[src/rtl/dmem_arbiter_pkg.sv]
`default_nettype none
// ============================================================================
//  Module      : dmem_arbiter_pkg
//  Description : Shared definitions for the data-memory write-port arbiter:
//                controller state encoding and default geometry.
//  Revision    : 1.0 - initial release
// ============================================================================
package dmem_arbiter_pkg;

    localparam int DEF_WIDTH = 32;   // data word width
    localparam int DEF_DEPTH = 256;  // number of memory words
    localparam int DEF_ADDR  = 32;   // word-address width

    // Controller phases. RUN is terminal until the next reset.
    typedef enum logic [1:0] {
        RST_WAIT = 2'd0,
        CLEAR    = 2'd1,
        RUN      = 2'd2
    } state_t;

endpackage
`default_nettype wire

[src/rtl/dmem_clear_seq.sv]
`default_nettype none
// ============================================================================
//  Module      : dmem_clear_seq
//  Description : Zero-fill index sequencer. While start is held, idx walks
//                0..DEPTH-1, one word per cycle, and done flags the final word.
//  Ports       : clk    - clock
//                rst    - asynchronous active-low reset
//                start  - sequencer enabled (level) for this cycle
//                idx    - word index to clear this cycle
//                active - a clear write is issued this cycle
//                done   - this cycle clears the last word
//  Revision    : 1.0 - initial release
// ============================================================================
module dmem_clear_seq
    import dmem_arbiter_pkg::*;
#(
    parameter int DEPTH = DEF_DEPTH,
    parameter int IDXW  = (DEPTH > 1) ? $clog2(DEPTH) : 1
) (
    input  logic            clk,
    input  logic            rst,
    input  logic            start,
    output logic [IDXW-1:0] idx,
    output logic            active,
    output logic            done
);

    localparam logic [IDXW-1:0] LAST_IDX = IDXW'(DEPTH - 1);

    assign active = start;
    assign done   = start && (idx == LAST_IDX);

    // Wrap back to 0 after the last word so a later restart begins clean.
    always_ff @(posedge clk or negedge rst) begin
        if (!rst) begin
            idx <= '0;
        end else if (start) begin
            idx <= done ? '0 : idx + 1'b1;
        end
    end

endmodule
`default_nettype wire

[src/rtl/dmem_arbiter.sv]
`default_nettype none
// ============================================================================
//  Module      : dmem_arbiter
//  Description : Owns the single write port of the data memory (comb read,
//                sync write) and shares it between the CPU MEM stage and an
//                external loader/debug master. Zero-fills memory after reset,
//                gives the CPU priority and bounds ext starvation.
//  Ports       : clk, rst (async active-low)
//                cpu_req/we/addr/wdata -> cpu_rdata, cpu_stall
//                ext_req/we/addr/wdata -> ext_gnt, ext_rdata, ext_rvalid
//                mem_we/addr/wdata, mem_rdata : memory side
//                init_done : zero-fill complete
//  Revision    : 1.0 - initial release
// ============================================================================
module dmem_arbiter
    import dmem_arbiter_pkg::*;
#(
    parameter int WIDTH          = DEF_WIDTH,
    parameter int DEPTH          = DEF_DEPTH,
    parameter int ADDR           = DEF_ADDR,
    parameter int STARVE_LIMIT   = 4,
    parameter int CLEAR_ON_RESET = 1
) (
    input  logic             clk,
    input  logic             rst,
    input  logic             cpu_req,
    input  logic             cpu_we,
    input  logic [ADDR-1:0]  cpu_addr,
    input  logic [WIDTH-1:0] cpu_wdata,
    output logic [WIDTH-1:0] cpu_rdata,
    output logic             cpu_stall,
    input  logic             ext_req,
    input  logic             ext_we,
    input  logic [ADDR-1:0]  ext_addr,
    input  logic [WIDTH-1:0] ext_wdata,
    output logic             ext_gnt,
    output logic [WIDTH-1:0] ext_rdata,
    output logic             ext_rvalid,
    output logic             mem_we,
    output logic [ADDR-1:0]  mem_addr,
    output logic [WIDTH-1:0] mem_wdata,
    input  logic [WIDTH-1:0] mem_rdata,
    output logic             init_done
);

    localparam int IDXW = (DEPTH > 1) ? $clog2(DEPTH) : 1;
    localparam int SCW  = (STARVE_LIMIT > 0) ? $clog2(STARVE_LIMIT + 1) : 1;
    localparam logic [SCW-1:0]  STARVE_MAX = SCW'(STARVE_LIMIT);
    localparam logic [ADDR-1:0] DEPTH_A    = ADDR'(DEPTH);

    state_t            state;
    state_t            state_nxt;
    logic [SCW-1:0]    starve_cnt;
    logic [SCW-1:0]    starve_nxt;
    logic [IDXW-1:0]   clr_idx;
    logic              clr_start;
    logic              clr_active;
    logic              clr_done;
    logic              cpu_in_range;
    logic              ext_in_range;
    logic              ext_rd_gnt;

    assign cpu_in_range = (cpu_addr < DEPTH_A);
    assign ext_in_range = (ext_addr < DEPTH_A);
    assign clr_start    = (state == CLEAR);
    assign ext_rd_gnt   = ext_gnt & ~ext_we;

    // Pass-through load data; out-of-range addresses read as zero.
    assign cpu_rdata = cpu_in_range ? mem_rdata : '0;

    dmem_clear_seq #(
        .DEPTH (DEPTH),
        .IDXW  (IDXW)
    ) u_clear_seq (
        .clk    (clk),
        .rst    (rst),
        .start  (clr_start),
        .idx    (clr_idx),
        .active (clr_active),
        .done   (clr_done)
    );

    // Next-state logic
    always_comb begin
        state_nxt = state;
        case (state)
            RST_WAIT: state_nxt = (CLEAR_ON_RESET != 0) ? CLEAR : RUN;
            CLEAR:    if (clr_done) state_nxt = RUN;
            RUN:      state_nxt = RUN;
            default:  state_nxt = RST_WAIT;
        endcase
    end

    // Grant, memory mux and starvation counter update. Outside RUN the CPU
    // is simply held off; in RUN an ext request wins when the CPU is idle or
    // once it has been denied STARVE_LIMIT consecutive cycles.
    always_comb begin
        ext_gnt    = 1'b0;
        cpu_stall  = cpu_req;
        mem_we     = 1'b0;
        mem_addr   = cpu_addr;
        mem_wdata  = cpu_wdata;
        starve_nxt = '0;
        case (state)
            CLEAR: begin
                mem_we    = clr_active;
                mem_addr  = ADDR'(clr_idx);
                mem_wdata = '0;
            end
            RUN: begin
                ext_gnt   = ext_req & (~cpu_req | (starve_cnt == STARVE_MAX));
                cpu_stall = cpu_req & ext_gnt;
                if (ext_gnt) begin
                    mem_addr  = ext_addr;
                    mem_wdata = ext_wdata;
                    mem_we    = ext_we & ext_in_range;
                end else begin
                    mem_we    = cpu_req & cpu_we & cpu_in_range;
                end
                if (ext_req & ~ext_gnt) begin
                    starve_nxt = (starve_cnt == STARVE_MAX) ? starve_cnt
                                                            : starve_cnt + 1'b1;
                end
            end
            default: ;
        endcase
    end

    always_ff @(posedge clk or negedge rst) begin
        if (!rst) begin
            state      <= RST_WAIT;
            starve_cnt <= '0;
            ext_rdata  <= '0;
            ext_rvalid <= 1'b0;
            init_done  <= 1'b0;
        end else begin
            state      <= state_nxt;
            starve_cnt <= starve_nxt;
            init_done  <= (state_nxt == RUN);
            ext_rvalid <= ext_rd_gnt;
            if (ext_rd_gnt) begin
                ext_rdata <= ext_in_range ? mem_rdata : '0;
            end
        end
    end

endmodule
`default_nettype wire

[config.mk]
export PLATFORM = sky130hd
export DESIGN_NAME = dmem_arbiter
export DESIGN_NICKNAME = d
export VERILOG_FILES = /design/src/rtl/dmem_arbiter_pkg.sv /design/src/rtl/dmem_clear_seq.sv /design/src/rtl/dmem_arbiter.sv
export SDC_FILE = /design/constraint.sdc
export NUM_CORES = 1
export LEC_CHECK = 0
export CELL_PAD_IN_SITES_DETAIL_PLACEMENT = 0
export CELL_PAD_IN_SITES_GLOBAL_PLACEMENT = 1
export CORE_AREA = 2 2 117 119
export CTS_BUF_LIST = sky130_fd_sc_hd__clkbuf_4 sky130_fd_sc_hd__clkbuf_8
export CTS_CLUSTER_DIAMETER = 60
export CTS_CLUSTER_SIZE = 40
export DETAILED_ROUTE_END_ITERATION = 10
export DIE_AREA = 0 0 119 121
export DONT_BUFFER_PORTS = 1
export PLACE_DENSITY_LB_ADDON = 0.1
export SYNTH_ARGS = -nofsm -noshare
export SYNTH_HDL_FRONTEND = slang
export SYNTH_SLANG_ARGS = --single-unit
[constraint.sdc]
create_clock -name clk -period 2.15 [get_ports clk]
set_input_delay 0.43 -clock clk [delete_from_list [all_inputs] [get_ports clk]]
set_output_delay 0.43 -clock clk [all_outputs]
set_load 0.1 [all_outputs]
Yosys cells after proc, flatten, opt, wreduce, memory -nomap -nowiden
Index checks and enable logic that the tools add are counted.

Bits in registers: 47. Bits of input ports: 166. Output and inout port bits: 133. Word-level logic and storage cells: 45.

$add $sub $neg: 2. Magnitude comparators: 2. Equality and inequality tests: 6. Multiplexer cells: 16. Bitwise logic cells: 11. Reduce and logical (&&, ||, !) cells: 2.

Operator list (count): 32-bit two-way mux (4); 32-bit one-hot mux with 2 select lines (2); 32-bit by 9-bit < comparator with 1-bit output, second input constant (2); 3-bit two-way mux (3); 8-bit by 1-bit adder with 8-bit output, second input constant (1); 8-bit == test, second input constant (1); 8-bit two-way mux (1); 1-bit bitwise AND (7); 2-bit one-hot mux with 3 select lines (1); 2-bit == test, second input constant (2); 3-bit by 1-bit adder with 3-bit output, second input constant (1); 3-bit == test, second input constant (1); 1-bit two-way mux (3); 3-bit inequality test, second input constant (1); 1-bit inverter (3); 2-bit by 1-bit == test with 1-bit output, second input constant (1); 2-bit zero test (1); 2-bit two-way mux (1); 1-bit one-hot mux with 2 select lines (1); 1-bit logical AND (1); 1-bit bitwise OR (1).

Logic depth before layout (Yosys ltp)
Word-level depth: 7. Gate-level depth with buffers: 10. Mapped depth without buffers: 8.

Cells and area by module
From an unflattened synthesis, not the netlist that was laid out.

Cell total of the unflattened synthesis: 361. Area total of the unflattened synthesis: 3643.5 um2.

Modules (own cells, without submodules): dmem_arbiter (times used 1, cells each 323, area an instance 3221.8 um2, seq. area each 975.9 um2); dmem_clear_seq (times used 1, cells each 38, area an instance 421.7 um2, seq. area each 200.2 um2).

Worst setup path before layout
Ideal clock, no wire load.

Path type: register to output. Start point: register starve_cnt[0]. End point: output cpu_stall. Arrival time: 2.876 ns. Required time: 1.720 ns. Setup slack: -1.156 ns. Stages on the path, launching flop included: 5. Buffers on the path: 0. Cells stage by stage: dfrtp_1 > inv_1 > ha_1 > nand3_1 > a21boi_0.

Word-level cells in the longest chain between the ends: 5.

Ends and longest elaborated chain: start, declared (RTL line dmem_arbiter.sv:53) `logic [SCW-1:0] starve_cnt;`; start signal, assigned (RTL line dmem_arbiter.sv:138) `starve_cnt <= starve_nxt;`; 3-bit == test (RTL line dmem_arbiter.sv:111) `ext_gnt = ext_req & (~cpu_req | (starve_cnt == STARVE_MAX));`; 1-bit bitwise OR (RTL line dmem_arbiter.sv:111); 1-bit bitwise AND (RTL line dmem_arbiter.sv:111); 1-bit bitwise AND (RTL line dmem_arbiter.sv:112) `cpu_stall = cpu_req & ext_gnt;`; 1-bit two-way mux (RTL line dmem_arbiter.sv:104) `case (state)`; end, declared (RTL line dmem_arbiter.sv:31) `output logic cpu_stall,`.

No other way between the ends.

Worst setup path in the final report
Start point: register starve_cnt[0]. End point: output mem_addr[4].

Word-level cells in the longest chain between the ends: 5.

Ends and longest elaborated chain: 3-bit == test (RTL line dmem_arbiter.sv:111); 1-bit bitwise OR (RTL line dmem_arbiter.sv:111); 1-bit bitwise AND (RTL line dmem_arbiter.sv:111); 32-bit two-way mux (RTL line dmem_arbiter.sv:113) `if (ext_gnt) begin`; 32-bit one-hot mux with 2 select lines (RTL line dmem_arbiter.sv:104); end, declared (RTL line dmem_arbiter.sv:40) `output logic [ADDR-1:0] mem_addr,`.

No other way between the ends.

==> impl_metrics.py <==
metrics = {
    "drt": {
        "drc": 0,
        "route.top_layer_used": "met4",
        "wl_met2_mm": 6.33,
        "viasPerCell": 5.29,
        "drtAntennaViolNets": 0,
        "wl_mm": 13.1,
        "met3_wirelength_um": 881,
        "firstDrtPassIters": 4,
        "wl_per_cell_um": 22.3,
        "routed-via-count": 3103,
        "drt_iter0_markers": 177,
        "met1_length_mm": 5.81,
    },
    "min_path": {
        "worstHoldStart": "mem_rdata[5]",
        "hold_path_class": "input pin to register",
        "whs_path_depth": 2,
    },
    "clock_tree": {
        "htreeDepth": 2,
        "clock-sinks": 47,
        "cts_buffers": 5,
        "clkLatencyLatePin_ns": 0.30,
        "clockRootBuffer": "clkbuf_8",
        "cts_buffer_depth": 2,
        "clk_pin_slew_ns": 0.09,
        "cts_tree": "built",
    },
    "grt": {
        "antenna_found_initial": 0,
        "grt_pass1_vias": 3132,
        "grt_max_degree": 48,
        "overflow": 0,
        "grt_pass1_wl_mm": 19.5,
        "grt_usage": 0.177,
    },
    "critical_path": {
        "worstSetupStartpoint": "starve_cnt[0]",
        "crit_path_end_kind": "output port",
        "r2r_setup_slack_ns": 0.21,
        "cp_data_arrival_time_ns": 2.10,
        "slowest_stage": "dfrtp_1",
        "reg2regPathDepth": 7,
        "r2r_end": "state[1]",
        "crit_path_start_kind": "register",
        "crit_type": "register to output port",
        "cp_cell_sequence": "inv_2 -> ha_4 -> a21bo_1 -> and2_4 -> o21ai_4 -> buf_6 -> buf_8 -> a221o_4 -> buf_12",
        "required_ns": 1.72,
        "max_stage_delay_ns": 0.39,
        "reg2reg_from": "state[0]",
        "critPathMaxFanout": 5,
        "endpoint": "mem_addr[4]",
    },
    "power": {
        "cellLeakagePower_nw": 2.41,
        "power.switching_w": 0.000339,
        "netSwitchingFraction": 0.231,
        "pwr-share-clk": 0.360,
        "power.internal_w": 0.00113,
        "pwr-share-comb": 0.039,
        "ir_drop_uv": 209,
        "pwr-share-seq": 0.601,
        "p_per_area_nw_per_um2": 279,
    },
    "synth": {
        "postSynthCellCount": 333,
        "ys_types": 38,
        "syn_area_um2": 3160,
        "synth.avg_cell_area_um2": 9.48,
        "ys_seq_elements": 47,
        "ys_seq_area_frac": 0.373,
        "yosysWarnings": 0,
        "postSynthNetCount": 506,
    },
    "timing": {
        "finalMaxSlewViolations": 0,
        "fin_crit_sh": 1.17,
        "worst_slew_pin_slew_ns": 0.381,
        "period_needed_ns": 2.53,
        "max_freq_ghz": 0.396,
        "setup_viol": 97,
        "rsz0062_at_grt": "yes",
        "setup_ws_ns": -0.376,
        "slew_headroom": 0.744,
        "final_hold_viol_count": 0,
        "skew_ns": 0.0162,
    },
    "placement": {
        "place.gp.congestion": 0.907,
        "dp_cells": 559,
        "pre_cts_ws_ns": -0.109,
        "port_buffers": 0,
        "hpwl_mm": 9.95,
    },
    "finish": {
        "final_net_count": 584,
        "fillers": 1264,
        "seqCellArea_um2": 1180,
        "multi_input_area_um2": 2480,
        "syn_to_final_growth_pct": 67.0,
        "insertedDiodeCount": 0,
        "fin_cells": 587,
        "drive_above_1_share": 0.547,
    },
    "job": {
        "maxCapViolations": 0,
    },
    "die": {
        "die_w_um": 119,
        "placement_rows": 42,
        "die_area_um2": 14400,
        "core_area_um2": 13100,
        "die_h_um": 121,
        "start_util": 0.241,
        "io_pins": 299,
    },
    "status": {
        "violations": "negative setup slack",
        "outcome": "complete, but fails checks",
    },
}
[cell families (layout without fill, tap and decap cells)]
group	count (synthesis)	after routing	synth area share
simple gates	124	124	0.206
compound gates	109	109	0.303
buf+inv	39	117	0.0694
mux	2	2	0.00674
xor+xnor	5	5	0.0139
flops	47	47	0.373
fa+ha+maj	7	7	0.0278
[worst max-delay path: cells and delay by family, from the launching register on]
family	cells	cell delay, ns
AO/OA/AOI/OAI	3	0.60
adder cells (fa/ha/maj)	1	0.13
buffers and inverters	4	0.52
flip-flops	1	0.39
AND/OR/NAND/NOR	1	0.16
[placed cells by master, fill, tap and decap left out, types with 2 or more instances in the layout]
cell / synthesis / routed
a221o_2: 0 / 3
a221o_4: 0 / 4
a22o_1: 59 / 2
a22o_4: 0 / 57
and2_1: 36 / 2
and2_4: 0 / 34
and3_1: 8 / 8
buf_12: 0 / 24
buf_16: 0 / 8
buf_4: 6 / 61
buf_6: 5 / 6
clkbuf_8: 0 / 5
dfrtp_1: 47 / 47
ha_1: 7 / 3
ha_2: 0 / 2
ha_4: 0 / 2
inv_1: 7 / 4
inv_2: 1 / 4
nand2_1: 41 / 41
nand2b_1: 4 / 4
nand3_1: 5 / 4
nand4_1: 4 / 4
nor2_1: 8 / 7
nor3_1: 3 / 2
nor4_1: 12 / 9
nor4_2: 0 / 2
o21ai_0: 2 / 2
o2bb2ai_1: 32 / 32
xnor2_1: 3 / 3
xor2_1: 2 / 2
[metrics by stage]
| stage | util | total power, W | hold slack [ns] | setup TNS (ns) | cell area [µm²] |
|---|---|---|---|---|---|
| finish | 0.403 | 0.00147 | 0.253 | -25.38 | 5270 |
| CTS | 0.400 | 0.00150 | 0.239 | -28.44 | 5240 |
| global placement | 0.359 | 0.000930 | 0.136 | -4.13 | 4700 |
| floorplan | - | 0.000922 | 0.134 | -26.39 | 3850 |
| detailed placement | 0.359 | 0.000930 | 0.136 | -7.92 | 4700 |
| global route | 0.403 | 0.00153 | 0.243 | -34.08 | 5270 |
[Yosys cell counts]
cell type	n	share of area
o22ai_1	1	0.0020
buf_2	10	0.016
o211a_1	1	0.0032
a22o_1	59	0.16
a221o_1	7	0.022
o32a_1	1	0.0032
nor3_1	3	0.0048
nand4_1	4	0.0079
and2_1	36	0.071
nand2b_1	4	0.0079
buf_4	6	0.014
mux2_2	1	0.0036
inv_1	7	0.0083
nand2_1	41	0.049
nor2b_4	1	0.0044
a21oi_1	1	0.0016
a21boi_0	1	0.0024
and3_1	8	0.016
o21a_1	1	0.0024
nand3_1	5	0.0079
buf_1	1	0.0012
xnor2_1	3	0.0083
buf_6	5	0.018
o21ai_4	1	0.0052
xor2_1	2	0.0056
inv_2	1	0.0012
clkbuf_1	9	0.011
o2bb2ai_1	32	0.089
ha_1	7	0.028
nor2b_1	1	0.0020
nor2_1	8	0.0095
mux2i_1	1	0.0032
nor4_1	12	0.024
dfrtp_1	47	0.37
or2_1	1	0.0020
o21ai_0	2	0.0032
a21bo_1	1	0.0032
o31ai_1	1	0.0024
[state kept, by name, summed over array words and instances, names as in the netlist]
| signal | flops |
|---|---|
| u_clear_seq.idx | 8 |
| ext_rdata | 32 |
| init_done | 1 |
| state | 2 |
| starve_cnt | 3 |
| ext_rvalid | 1 |
[repair_timing]
item / 4_1_cts / 5_1_grt
hold buffers: 2 / 0
endpoints found under the hold margin: 47 / 0
setup buffers: 13 / 2
pin swaps: 93 / 20
endpoints found under the setup margin: 97 / 106
gates resized for setup: 28 / 12
gates cloned: 7 / 1
[routing by layer]
metal  GRT usage  up-vias
met5           0        -
li1            -     1411
met3      0.0451        4
met4      0.0268        0
met2       0.294      160
met1       0.236     1528
[power groups by stage]
| stage | Sequential [W] | Clock [W] | Combinational [W] |
|---|---|---|---|
| after floorplan | 0.000901 | 0 | 0.0000212 |
| after global placement | 0.000901 | 0 | 0.0000291 |
| after detailed placement | 0.000901 | 0 | 0.0000292 |
| after CTS | 0.000883 | 0.000560 | 0.0000572 |
| after global routing | 0.000883 | 0.000588 | 0.0000629 |
| final | 0.000883 | 0.000529 | 0.0000568 |
[worst min-delay path by stage]
stage	end	slack [ns]
after floorplan	ext_rdata[0]	0.13
after global placement	ext_rdata[3]	0.14
after detailed placement	ext_rdata[3]	0.14
after CTS	ext_rdata[31]	0.24
after global routing	ext_rdata[5]	0.24
final	ext_rdata[5]	0.25
[final cells by class]
type,count,area share
multi-input combinational,247,0.472
clock buffer,5,0.0131
sequential,47,0.223
inverter,8,0.00570
clock inverter,2,0.00261
tap,176,0.0418
timing repair buffer,102,0.242
(Power assumes the default switching activity.)
